==> config.mk <==
export PLATFORM = sky130hd
export DESIGN_NAME = ahb_master_mux_pipelined_flat
export DESIGN_NICKNAME = d
export VERILOG_FILES = /design/src/rtl/ahb_master_mux_pipelined_if.sv /design/src/rtl/ahb_master_mux_pipelined.sv /design/src/flat_wrapper.sv
export SDC_FILE = /design/constraint.sdc
export NUM_CORES = 1
export LEC_CHECK = 0
export ABC_CLOCK_PERIOD_IN_PS = 1600
export BUFFER_PORTS_ARGS = -buffer_cell sky130_fd_sc_hd__buf_4
export CORE_AREA = 4 4 149 151
export CTS_BUF_LIST = sky130_fd_sc_hd__clkbuf_2 sky130_fd_sc_hd__clkbuf_4 sky130_fd_sc_hd__clkbuf_8
export DETAILED_ROUTE_END_ITERATION = 6
export DIE_AREA = 0 0 153 155
export PLACE_DENSITY = 0.35
export SLEW_MARGIN = 20
export SYNTH_ARGS = -nofsm -noshare
export SYNTH_HDL_FRONTEND = slang
export SYNTH_SLANG_ARGS = --single-unit
==> constraint.sdc <==
create_clock -name HCLK -period 1.6 [get_ports HCLK]
set_input_delay 0.16 -clock HCLK [delete_from_list [all_inputs] [get_ports HCLK]]
set_output_delay 0.16 -clock HCLK [all_outputs]
set_load 0.01 [all_outputs]
==> src/rtl/ahb_master_mux_pipelined_if.sv <==
// Bus bundle for the AHB master-side mux: packed per-master address/control/write-data
// inputs from the masters and the arbiter, plus the selected shared-bus outputs.
interface ahb_master_mux_pipelined_if #(
    parameter int unsigned NUM_MASTERS = 4,
    parameter int unsigned ADDR_WIDTH  = 32,
    parameter int unsigned DATA_WIDTH  = 32
);
    localparam int unsigned MASTER_W = (NUM_MASTERS > 1) ? $clog2(NUM_MASTERS) : 1;

    // Arbiter and response-mux side
    logic [MASTER_W-1:0]              HMASTER;
    logic                             HREADY;

    // Per-master request buses, master i in slice i
    logic [NUM_MASTERS*ADDR_WIDTH-1:0] HADDR_M;
    logic [NUM_MASTERS*2-1:0]          HTRANS_M;
    logic [NUM_MASTERS-1:0]            HWRITE_M;
    logic [NUM_MASTERS*3-1:0]          HSIZE_M;
    logic [NUM_MASTERS*3-1:0]          HBURST_M;
    logic [NUM_MASTERS*4-1:0]          HPROT_M;
    logic [NUM_MASTERS*DATA_WIDTH-1:0] HWDATA_M;

    // Shared slave bus
    logic [ADDR_WIDTH-1:0]            HADDR;
    logic [1:0]                       HTRANS;
    logic                             HWRITE;
    logic [2:0]                       HSIZE;
    logic [2:0]                       HBURST;
    logic [3:0]                       HPROT;
    logic [DATA_WIDTH-1:0]            HWDATA;
    logic [MASTER_W-1:0]              HMASTER_D;
    logic                             DPHASE_ACTIVE;

    // The mux drives the shared bus
    modport master (
        input  HMASTER, HREADY,
        input  HADDR_M, HTRANS_M, HWRITE_M, HSIZE_M, HBURST_M, HPROT_M, HWDATA_M,
        output HADDR, HTRANS, HWRITE, HSIZE, HBURST, HPROT, HWDATA,
        output HMASTER_D, DPHASE_ACTIVE
    );

    // Environment view: masters/arbiter/slaves around the mux
    modport slave (
        output HMASTER, HREADY,
        output HADDR_M, HTRANS_M, HWRITE_M, HSIZE_M, HBURST_M, HPROT_M, HWDATA_M,
        input  HADDR, HTRANS, HWRITE, HSIZE, HBURST, HPROT, HWDATA,
        input  HMASTER_D, DPHASE_ACTIVE
    );
endinterface

==> src/rtl/ahb_master_mux_pipelined.sv <==
// AHB master-side mux: combinational address/control select by HMASTER, write data
// selected by a data-phase owner register that only advances on HREADY.
module ahb_master_mux_pipelined #(
    parameter int unsigned NUM_MASTERS = 4,
    parameter int unsigned ADDR_WIDTH  = 32,
    parameter int unsigned DATA_WIDTH  = 32
) (
    input logic                        HCLK,
    input logic                        HRESETn,
    ahb_master_mux_pipelined_if.master bus
);
    localparam int unsigned MASTER_W = (NUM_MASTERS > 1) ? $clog2(NUM_MASTERS) : 1;
    // One extra bit so the range compare also works when NUM_MASTERS is a power of two
    localparam logic [MASTER_W:0] NUM_M = (MASTER_W+1)'(NUM_MASTERS);

    logic                  addr_inrange;
    logic [ADDR_WIDTH-1:0] haddr_sel;
    logic [1:0]            htrans_sel;
    logic                  hwrite_sel;
    logic [2:0]            hsize_sel;
    logic [2:0]            hburst_sel;
    logic [3:0]            hprot_sel;
    logic [1:0]            htrans_out;

    logic [MASTER_W-1:0]   dmaster_q;
    logic                  dvalid_q;
    logic                  dinrange_q;
    logic [DATA_WIDTH-1:0] hwdata_sel;

    assign addr_inrange = ({1'b0, bus.HMASTER} < NUM_M);

    // Address-phase select
    always_comb begin
        haddr_sel  = '0;
        htrans_sel = '0;
        hwrite_sel = 1'b0;
        hsize_sel  = '0;
        hburst_sel = '0;
        hprot_sel  = '0;
        for (int i = 0; i < NUM_MASTERS; i++) begin
            if (bus.HMASTER == MASTER_W'(i)) begin
                haddr_sel  = bus.HADDR_M[i*ADDR_WIDTH +: ADDR_WIDTH];
                htrans_sel = bus.HTRANS_M[i*2 +: 2];
                hwrite_sel = bus.HWRITE_M[i];
                hsize_sel  = bus.HSIZE_M[i*3 +: 3];
                hburst_sel = bus.HBURST_M[i*3 +: 3];
                hprot_sel  = bus.HPROT_M[i*4 +: 4];
            end
        end
    end

    // Unknown master parks the bus on an IDLE, privileged-data default
    always_comb begin
        if (addr_inrange) begin
            bus.HADDR  = haddr_sel;
            htrans_out = htrans_sel;
            bus.HWRITE = hwrite_sel;
            bus.HSIZE  = hsize_sel;
            bus.HBURST = hburst_sel;
            bus.HPROT  = hprot_sel;
        end else begin
            bus.HADDR  = '0;
            htrans_out = 2'b00;
            bus.HWRITE = 1'b0;
            bus.HSIZE  = 3'b000;
            bus.HBURST = 3'b000;
            bus.HPROT  = 4'b0011;
        end
        bus.HTRANS = htrans_out;
    end

    // Data-phase owner advances only on accepted cycles
    always_ff @(posedge HCLK or negedge HRESETn) begin
        if (!HRESETn) begin
            dmaster_q  <= '0;
            dvalid_q   <= 1'b0;
            dinrange_q <= 1'b0;
        end else if (bus.HREADY) begin
            dmaster_q  <= bus.HMASTER;
            dvalid_q   <= htrans_out[1];
            dinrange_q <= addr_inrange;
        end
    end

    always_comb begin
        hwdata_sel = '0;
        for (int i = 0; i < NUM_MASTERS; i++) begin
            if (dmaster_q == MASTER_W'(i)) begin
                hwdata_sel = bus.HWDATA_M[i*DATA_WIDTH +: DATA_WIDTH];
            end
        end
    end

    assign bus.HWDATA        = dinrange_q ? hwdata_sel : '0;
    assign bus.HMASTER_D     = dmaster_q;
    assign bus.DPHASE_ACTIVE = dvalid_q;

endmodule

==> src/flat_wrapper.sv <==
// flat-port wrapper written by rule: the top's interface ports become plain ports
module ahb_master_mux_pipelined_flat 
#(
    parameter int unsigned NUM_MASTERS = 4,
    parameter int unsigned ADDR_WIDTH  = 32,
    parameter int unsigned DATA_WIDTH  = 32
)
  (HCLK, HRESETn, bus_HMASTER, bus_HREADY, bus_HADDR_M, bus_HTRANS_M, bus_HWRITE_M, bus_HSIZE_M, bus_HBURST_M, bus_HPROT_M, bus_HWDATA_M, bus_HADDR, bus_HTRANS, bus_HWRITE, bus_HSIZE, bus_HBURST, bus_HPROT, bus_HWDATA, bus_HMASTER_D, bus_DPHASE_ACTIVE);
  ahb_master_mux_pipelined_if #(.NUM_MASTERS(NUM_MASTERS), .ADDR_WIDTH(ADDR_WIDTH), .DATA_WIDTH(DATA_WIDTH)) bus_i ();
  input logic HCLK;
  input logic HRESETn;
  input wire logic [$bits(bus_i.HMASTER)-1:0] bus_HMASTER;
  input wire logic [$bits(bus_i.HREADY)-1:0] bus_HREADY;
  input wire logic [$bits(bus_i.HADDR_M)-1:0] bus_HADDR_M;
  input wire logic [$bits(bus_i.HTRANS_M)-1:0] bus_HTRANS_M;
  input wire logic [$bits(bus_i.HWRITE_M)-1:0] bus_HWRITE_M;
  input wire logic [$bits(bus_i.HSIZE_M)-1:0] bus_HSIZE_M;
  input wire logic [$bits(bus_i.HBURST_M)-1:0] bus_HBURST_M;
  input wire logic [$bits(bus_i.HPROT_M)-1:0] bus_HPROT_M;
  input wire logic [$bits(bus_i.HWDATA_M)-1:0] bus_HWDATA_M;
  output wire logic [$bits(bus_i.HADDR)-1:0] bus_HADDR;
  output wire logic [$bits(bus_i.HTRANS)-1:0] bus_HTRANS;
  output wire logic [$bits(bus_i.HWRITE)-1:0] bus_HWRITE;
  output wire logic [$bits(bus_i.HSIZE)-1:0] bus_HSIZE;
  output wire logic [$bits(bus_i.HBURST)-1:0] bus_HBURST;
  output wire logic [$bits(bus_i.HPROT)-1:0] bus_HPROT;
  output wire logic [$bits(bus_i.HWDATA)-1:0] bus_HWDATA;
  output wire logic [$bits(bus_i.HMASTER_D)-1:0] bus_HMASTER_D;
  output wire logic [$bits(bus_i.DPHASE_ACTIVE)-1:0] bus_DPHASE_ACTIVE;
  assign bus_i.HMASTER = bus_HMASTER;
  assign bus_i.HREADY = bus_HREADY;
  assign bus_i.HADDR_M = bus_HADDR_M;
  assign bus_i.HTRANS_M = bus_HTRANS_M;
  assign bus_i.HWRITE_M = bus_HWRITE_M;
  assign bus_i.HSIZE_M = bus_HSIZE_M;
  assign bus_i.HBURST_M = bus_HBURST_M;
  assign bus_i.HPROT_M = bus_HPROT_M;
  assign bus_i.HWDATA_M = bus_HWDATA_M;
  assign bus_HADDR = bus_i.HADDR;
  assign bus_HTRANS = bus_i.HTRANS;
  assign bus_HWRITE = bus_i.HWRITE;
  assign bus_HSIZE = bus_i.HSIZE;
  assign bus_HBURST = bus_i.HBURST;
  assign bus_HPROT = bus_i.HPROT;
  assign bus_HWDATA = bus_i.HWDATA;
  assign bus_HMASTER_D = bus_i.HMASTER_D;
  assign bus_DPHASE_ACTIVE = bus_i.DPHASE_ACTIVE;
  ahb_master_mux_pipelined #(.NUM_MASTERS(NUM_MASTERS), .ADDR_WIDTH(ADDR_WIDTH), .DATA_WIDTH(DATA_WIDTH)) u_core (.HCLK(HCLK), .HRESETn(HRESETn), .bus(bus_i));
endmodule
==> metrics.cfg, run 1 <==
[status]
outcome=finished with violations
violations=negative setup slack

[timing]
worstMarginPinSlew_ns=0.2657
hold_viol=0
skew_ns=0
fmax_ghz=0.5374
holdWs_ns=0.1775
rsz0062_at_grt=true
drv_slew=0
setup_viol=32
slew-limit-headroom=0.8178
finalCritPeriodShare=1.163
min_period_ns=1.861
setup_ws_ns=-0.2609

[place]
port_buffers=392
routabilityCongestion=0.8634
place_area_um2=5523
dp_hpwl_um=15020

[power_and_ir_drop]
vdd_drop_max_v=0.0002379
leakagePower_nw=2.788
p_per_area_nw_per_um2=413.7

[logic_synthesis]
yosys.cell_count.top_type=mux4_2
avgSynthCellArea_um2=15.73
synth_top_area_frac=0.7260
synth-main-ff-cell=dfrtp_1
synth_edf_count=0
syn_area_um2=2265
synth_seq_area_share=0.04420
synth_cell_type_count=18
ys_top_cells_by_count=73 x mux4_2, 32 x and2_1, 6 x clkbuf_1, 5 x buf_2, 5 x buf_4
yosysWarnings=0
synth_area_leaders=mux4_2 73%, and2_1 8.8%, dfrtp_1 4.4%, mux4_1 3.5%, buf_12 2.7%
synthCells=144
synthArstFlopShare=1.000
synth_seq_cells=4
yosysTopAreaCell=mux4_2
synth_nets=457

[final_layout]
fill_cells=2226
regArea_um2=101.3
nets=849
area_growth_pct=159.9
layout-drive-gt1-share=0.9645
design_area_um2=5887
multi_input_area_um2=2073

[setup_path]
crit_chain=buf_12, clkbuf_16, mux4_2, and2_4, buf_6
slowest_delay_ns=0.49
reg2regPathDepth=5
crit_family=multiplexers
path_max_fanout=6
r2r-start=u_core.bus.HMASTER_D[0]
start_kind=flop
worst_ep_arrival_time_ns=1.70
crit_path_top_delay_cell=mux4_2
startpoint=u_core.bus.HMASTER_D[0]
required_ns=1.44
reg2reg_setup_slack_ns=0.50
crit_end=bus_HWDATA[11]
rr_endpoint=u_core.bus.HMASTER_D[0]
worst-path-stages=5
worstSetupEndpointType=primary output
path_class=flop to primary output
critPathBufInv=3

[route]
drt_iter0_drc=57
wl_per_cell_um=20.92
drc_errors=0
routed_via_density=4.039
drt_wl_total_um=16970
drtPass1Iterations=4
route.vias.total=3276
ant_nets=0

[die]
initial_utilization=0.1088
die_h_um=155
dieArea_um2=23720
die_w_um=153
num_io_pins=393
floorplan.rows=53
core-area_um2=20820

[global_routing]
grt_max_degree=48
grt_pass1_vias=3822
grt_usage=0.1316
grt_pass1_wl_um=23690
antenna_found_initial=1
gr-total-overflow=0

[cts]
cts-root-buf=clkbuf_8
h-tree-depth=1
clk_pin_slew_worst_paths_ns=0.03
worstSkewPairLatency_ns=0.21
cts_tree=done
numCtsBuffers=3
cts_num_sinks=4
clock_path_buffers=2

[min_path]
hp-class=primary input to flop

[flow_run]
drv_cap=0

-- worst min path at each step --
stage	startpoint	to	slack, ns	depth (start not counted)
2_1_floorplan	HRESETn	u_core.bus.DPHASE_ACTIVE	-0.14	0
3_3_place_gp	HRESETn	u_core.bus.HMASTER_D[1]	-0.04	1
3_5_place_dp	HRESETn	u_core.bus.HMASTER_D[1]	-0.04	1
4_1_cts	bus_HREADY	u_core.bus.HMASTER_D[0]	0.18	2
5_1_grt	bus_HREADY	u_core.bus.HMASTER_D[0]	0.19	2
6_report	bus_HREADY	u_core.bus.HMASTER_D[0]	0.18	2
-- layout by cell type, fill, tap and decap left out, drive strengths merged --
master | netlist | final
buf | 15 | 405
mux4 | 76 | 76
and2 | 32 | 32
clkbuf | 6 | 6
dfrtp | 4 | 4
mux2i | 3 | 3
nand2b | 2 | 2
diode | 0 | 1
or2 | 1 | 1
nand2 | 1 | 1
o221ai | 1 | 1
mux2 | 1 | 1
inv | 1 | 1
o21ai | 1 | 1
dlygate4sd3 | 0 | 1
-- kinds of logic (layout without fill, tap and decap cells) --
family          Yosys count  after routing  share of synthesized area
compound gates            2              2                   0.006076
buf+inv                  22            413                    0.07237
flops                     4              4                    0.04420
mux                      80             80                     0.7790
other cells               0              1                          0
simple gates             36             36                    0.09834
-- sequential cells by signal, summed over array words and instances, names as in the netlist --
signal and count:
u_core.bus.DPHASE_ACTIVE 1, u_core.bus.HMASTER_D 2, u_core.dinrange_q 1
-- per-stage QoR --
| step | worst slack [ns] | cells | utilization | power [W] | TNS [ns] |
|---|---|---|---|---|---|
| 2_1_floorplan | 0.08010 | 144 | - | 0.0008978 | 0 |
| 3_3_place_gp | -0.04903 | 799 | 0.2652 | 0.001974 | -0.1635 |
| 5_1_grt | -0.3090 | 811 | 0.2827 | 0.002596 | -8.661 |
| 3_5_place_dp | -0.06111 | 799 | 0.2652 | 0.001983 | -0.2611 |
| 6_report | -0.2609 | 811 | 0.2827 | 0.002435 | -6.909 |
| 4_1_cts | -0.2787 | 805 | 0.2751 | 0.002369 | -7.144 |
-- metal layers --
| layer | up-vias | GRT usage | part of all wire |
|---|---|---|---|
| met1 | 1602 | 0.1274 | 0.31 |
| met5 | - | 0 | 0 |
| li1 | 1432 | - | - |
| met3 | 8 | 0.05897 | 0.12 |
| met4 | 0 | 0.01867 | 0.010 |
| met2 | 234 | 0.2613 | 0.56 |
-- where the power goes --
group          total, W  internal, W  switching, W  leakage, nW
sequential     0.000120     0.000110    0.00000958       0.0437
clock          0.000239     0.000187     0.0000524       0.0262
combinational   0.00208      0.00142      0.000655         2.72
-- repair_timing --
action	in CTS	in global routing
hold buffers	1	0
pin swaps	0	8
endpoints found under the hold margin	4	0
cloned	0	3
buffers inserted	1	2
resized for setup	44	20
setup endpoints to repair	32	32
-- final cells by class --
type | count | share of cell area
repair buffers | 408 | 0.5628
inverters | 1 | 0.0006376
flip-flops and latches | 4 | 0.01722
diodes | 1 | 0.0004251
clock buffers | 4 | 0.008289
multi-input cells | 118 | 0.3522
well taps | 275 | 0.05845
Power figures use the tool's default switching activity.
==> run 2, diff against run 1 <==
--- a/config.mk
+++ b/config.mk
@@ -12,6 +12,7 @@
 export DETAILED_ROUTE_END_ITERATION = 6
 export DIE_AREA = 0 0 153 155
 export PLACE_DENSITY = 0.35
+export SKIP_LAST_GASP = 1
 export SLEW_MARGIN = 20
 export SYNTH_ARGS = -nofsm -noshare
 export SYNTH_HDL_FRONTEND = slang
==> metrics.cfg, run 2 (synthesized netlist as in run 1, its figures left out) <==
[status]
outcome=finished with violations
violations=negative setup slack

[setup_path]
crit_path_top_delay_cell=mux4_2
required_ns=1.44  ; about the same
reg2reg_setup_slack_ns=0.49  ; about the same
path_class=flop to primary output
start_kind=flop
r2r-start=u_core.bus.HMASTER_D[0]
worst_ep_arrival_time_ns=1.70  ; about the same
cp_common_cell=buf_6
reg2regPathDepth=5  ; unchanged
rr_endpoint=u_core.bus.HMASTER_D[0]
crit_chain=buf_6, clkbuf_16, mux4_2, and2_4, buf_6
path_max_fanout=5  ; -1
slowest_delay_ns=0.48  ; about the same
worstSetupEndpointType=primary output

[place]
routabilityCongestion=0.8634  ; unchanged
dp_hpwl_um=15020  ; unchanged
port_buffers=392  ; unchanged

[global_routing]
grt_max_degree=48  ; unchanged
grt_pass1_wl_um=23640  ; -0.20%
antenna_found_initial=1  ; unchanged
gr-total-overflow=0  ; unchanged
grt_pass1_vias=3819  ; -0.078%
grt_usage=0.1313  ; -0.0002942

[final_layout]
largest_reg_flops=2  ; unchanged
multi_input_area_um2=2023  ; -2.4%
fill_cells=2251  ; +1.1%
layout-drive-gt1-share=0.9268  ; -0.03766
final_common_cell=buf_4
final_cell_mix=387 x buf_4, 73 x mux4_2, 23 x and2_1
area_growth_pct=152.7
regArea_um2=101.3  ; unchanged
nets=847  ; -0.24%

[timing]
setup_ws_ns=-0.2592  ; +0.001709 ns
drv_slew=0  ; unchanged
worstMarginPinSlew_ns=0.2657  ; -0.0000003576 ns
slew-limit-headroom=0.8178  ; unchanged
finalCritPeriodShare=1.162  ; about the same
min_period_ns=1.859  ; -0.001709 ns
fmax_ghz=0.5379  ; about the same
skew_ns=0  ; unchanged
hold_viol=0  ; unchanged
rsz0062_at_grt=true
setup_viol=32  ; unchanged
tns_ns=-7.136  ; -0.2267 ns

[cts]
numCtsBuffers=3  ; unchanged
clock_path_buffers=2  ; unchanged
worstSkewPairLatency_ns=0.21  ; about the same
cts_num_sinks=4  ; unchanged
h-tree-depth=1  ; unchanged
clk_pin_slew_worst_paths_ns=0.03  ; about the same
cts_tree=done
cts-root-buf=clkbuf_8

[min_path]
hp-class=primary input to flop
whs_path_depth=2  ; unchanged
min_from=bus_HREADY
hold_end=u_core.bus.HMASTER_D[0]

[route]
drc_errors=0  ; unchanged
route.vias.total=3242  ; -1.0%
drtPass1Iterations=4  ; unchanged
wl_per_cell_um=20.77  ; -0.71%
drt_wl_total_um=16800  ; -0.95%
ant_nets=0  ; unchanged
routed_via_density=4.007  ; -0.79%
drt_iter0_drc=71  ; +25%

[die]
initial_utilization=0.1088  ; unchanged
core-area_um2=20820  ; unchanged
die_h_um=155  ; unchanged
num_io_pins=393  ; unchanged
dieArea_um2=23720  ; unchanged
die_w_um=153  ; unchanged
floorplan.rows=53  ; unchanged

[power_and_ir_drop]
total_power_w=0.002289  ; -6.0%
vdd_drop_max_v=0.0002371  ; -0.31%
leakagePower_nw=2.697  ; -3.3%
p_per_area_nw_per_um2=400.1  ; -3.3%

[flow_run]
drv_cap=0  ; unchanged

==> run 2: changes by cell type in the layout (fill, tap and decap cells not counted), sizes merged <==
cell  before  now
buf      405  403
==> run 2: final cells by class <==
cell class,instances,share of cell area
inverter,1,0.0006560
tap,275,0.06014
antenna,1,0.0004373
multi-input combinational,118,0.3536
timing repair buffer,406,0.5589
sequential,4,0.01771
clock buffer,4,0.008528
==> run 2: worst max-delay path by stage <==
stage                     endpoint  slack [ns]                     from  cells after the start
floorplan           bus_HWDATA[10]        0.08  u_core.bus.HMASTER_D[0]                      4
global route         bus_HWDATA[1]       -0.33  u_core.bus.HMASTER_D[0]                      4
finish              bus_HWDATA[23]       -0.26  u_core.bus.HMASTER_D[0]                      5
CTS                 bus_HWDATA[31]       -0.28  u_core.bus.HMASTER_D[0]                      4
detailed placement  bus_HWDATA[31]       -0.06  u_core.bus.HMASTER_D[0]                      4
global placement     bus_HWDATA[0]       -0.05  u_core.bus.HMASTER_D[0]                      4
==> run 2: repair_timing <==
item                       CTS  global route
gates cloned                 0             2
pin swaps                    0             5
hold buffers                 1             0
setup endpoints to repair   32            32
setup buffers                1             1
resized for setup            3            19
hold endpoints to repair     4             0
==> run 2: worst max-delay path: cells and delay by family, from the launching register on <==
kind | cells | cell delay (ns)
and+or+nand+nor | 1 | 0.17
buffers and inverters | 3 | 0.39
muxes | 1 | 0.48
DFF | 1 | 0.43
==> run 2: stage by stage <==
stage	hold WS (ns)	util	setup WS [ns]	instance area (µm²)	cells
floorplan	-0.1356	-	0.08010	2265	144
global placement	-0.03622	0.2652	-0.04903	5523	799
detailed placement	-0.03763	0.2652	-0.06111	5523	799
CTS	0.1803	0.2690	-0.2787	5602	805
global route	0.1863	0.2748	-0.3296	5722	809
finish	0.1757	0.2748	-0.2592	5722	809
==> run 2: power breakdown <==
part	leakage, nW	switching (W)	internal [W]
Combinational	2.63	0.000627	0.00130
Clock	0.0262	0.0000525	0.000187
Sequential	0.0437	0.0000101	0.000110
==> run 2: layer usage <==
| metal | GRT usage | share of wire | up-vias | wire length (µm) |
|---|---|---|---|---|
| li1 | - | - | 1430 | - |
| met2 | 0.2603 | 0.56 | 228 | 9348 |
| met1 | 0.1273 | 0.32 | 1576 | 5331 |
| met4 | 0.01867 | 0.010 | 0 | 172 |
| met3 | 0.05925 | 0.12 | 8 | 1950 |
| met5 | 0 | 0 | - | 0 |
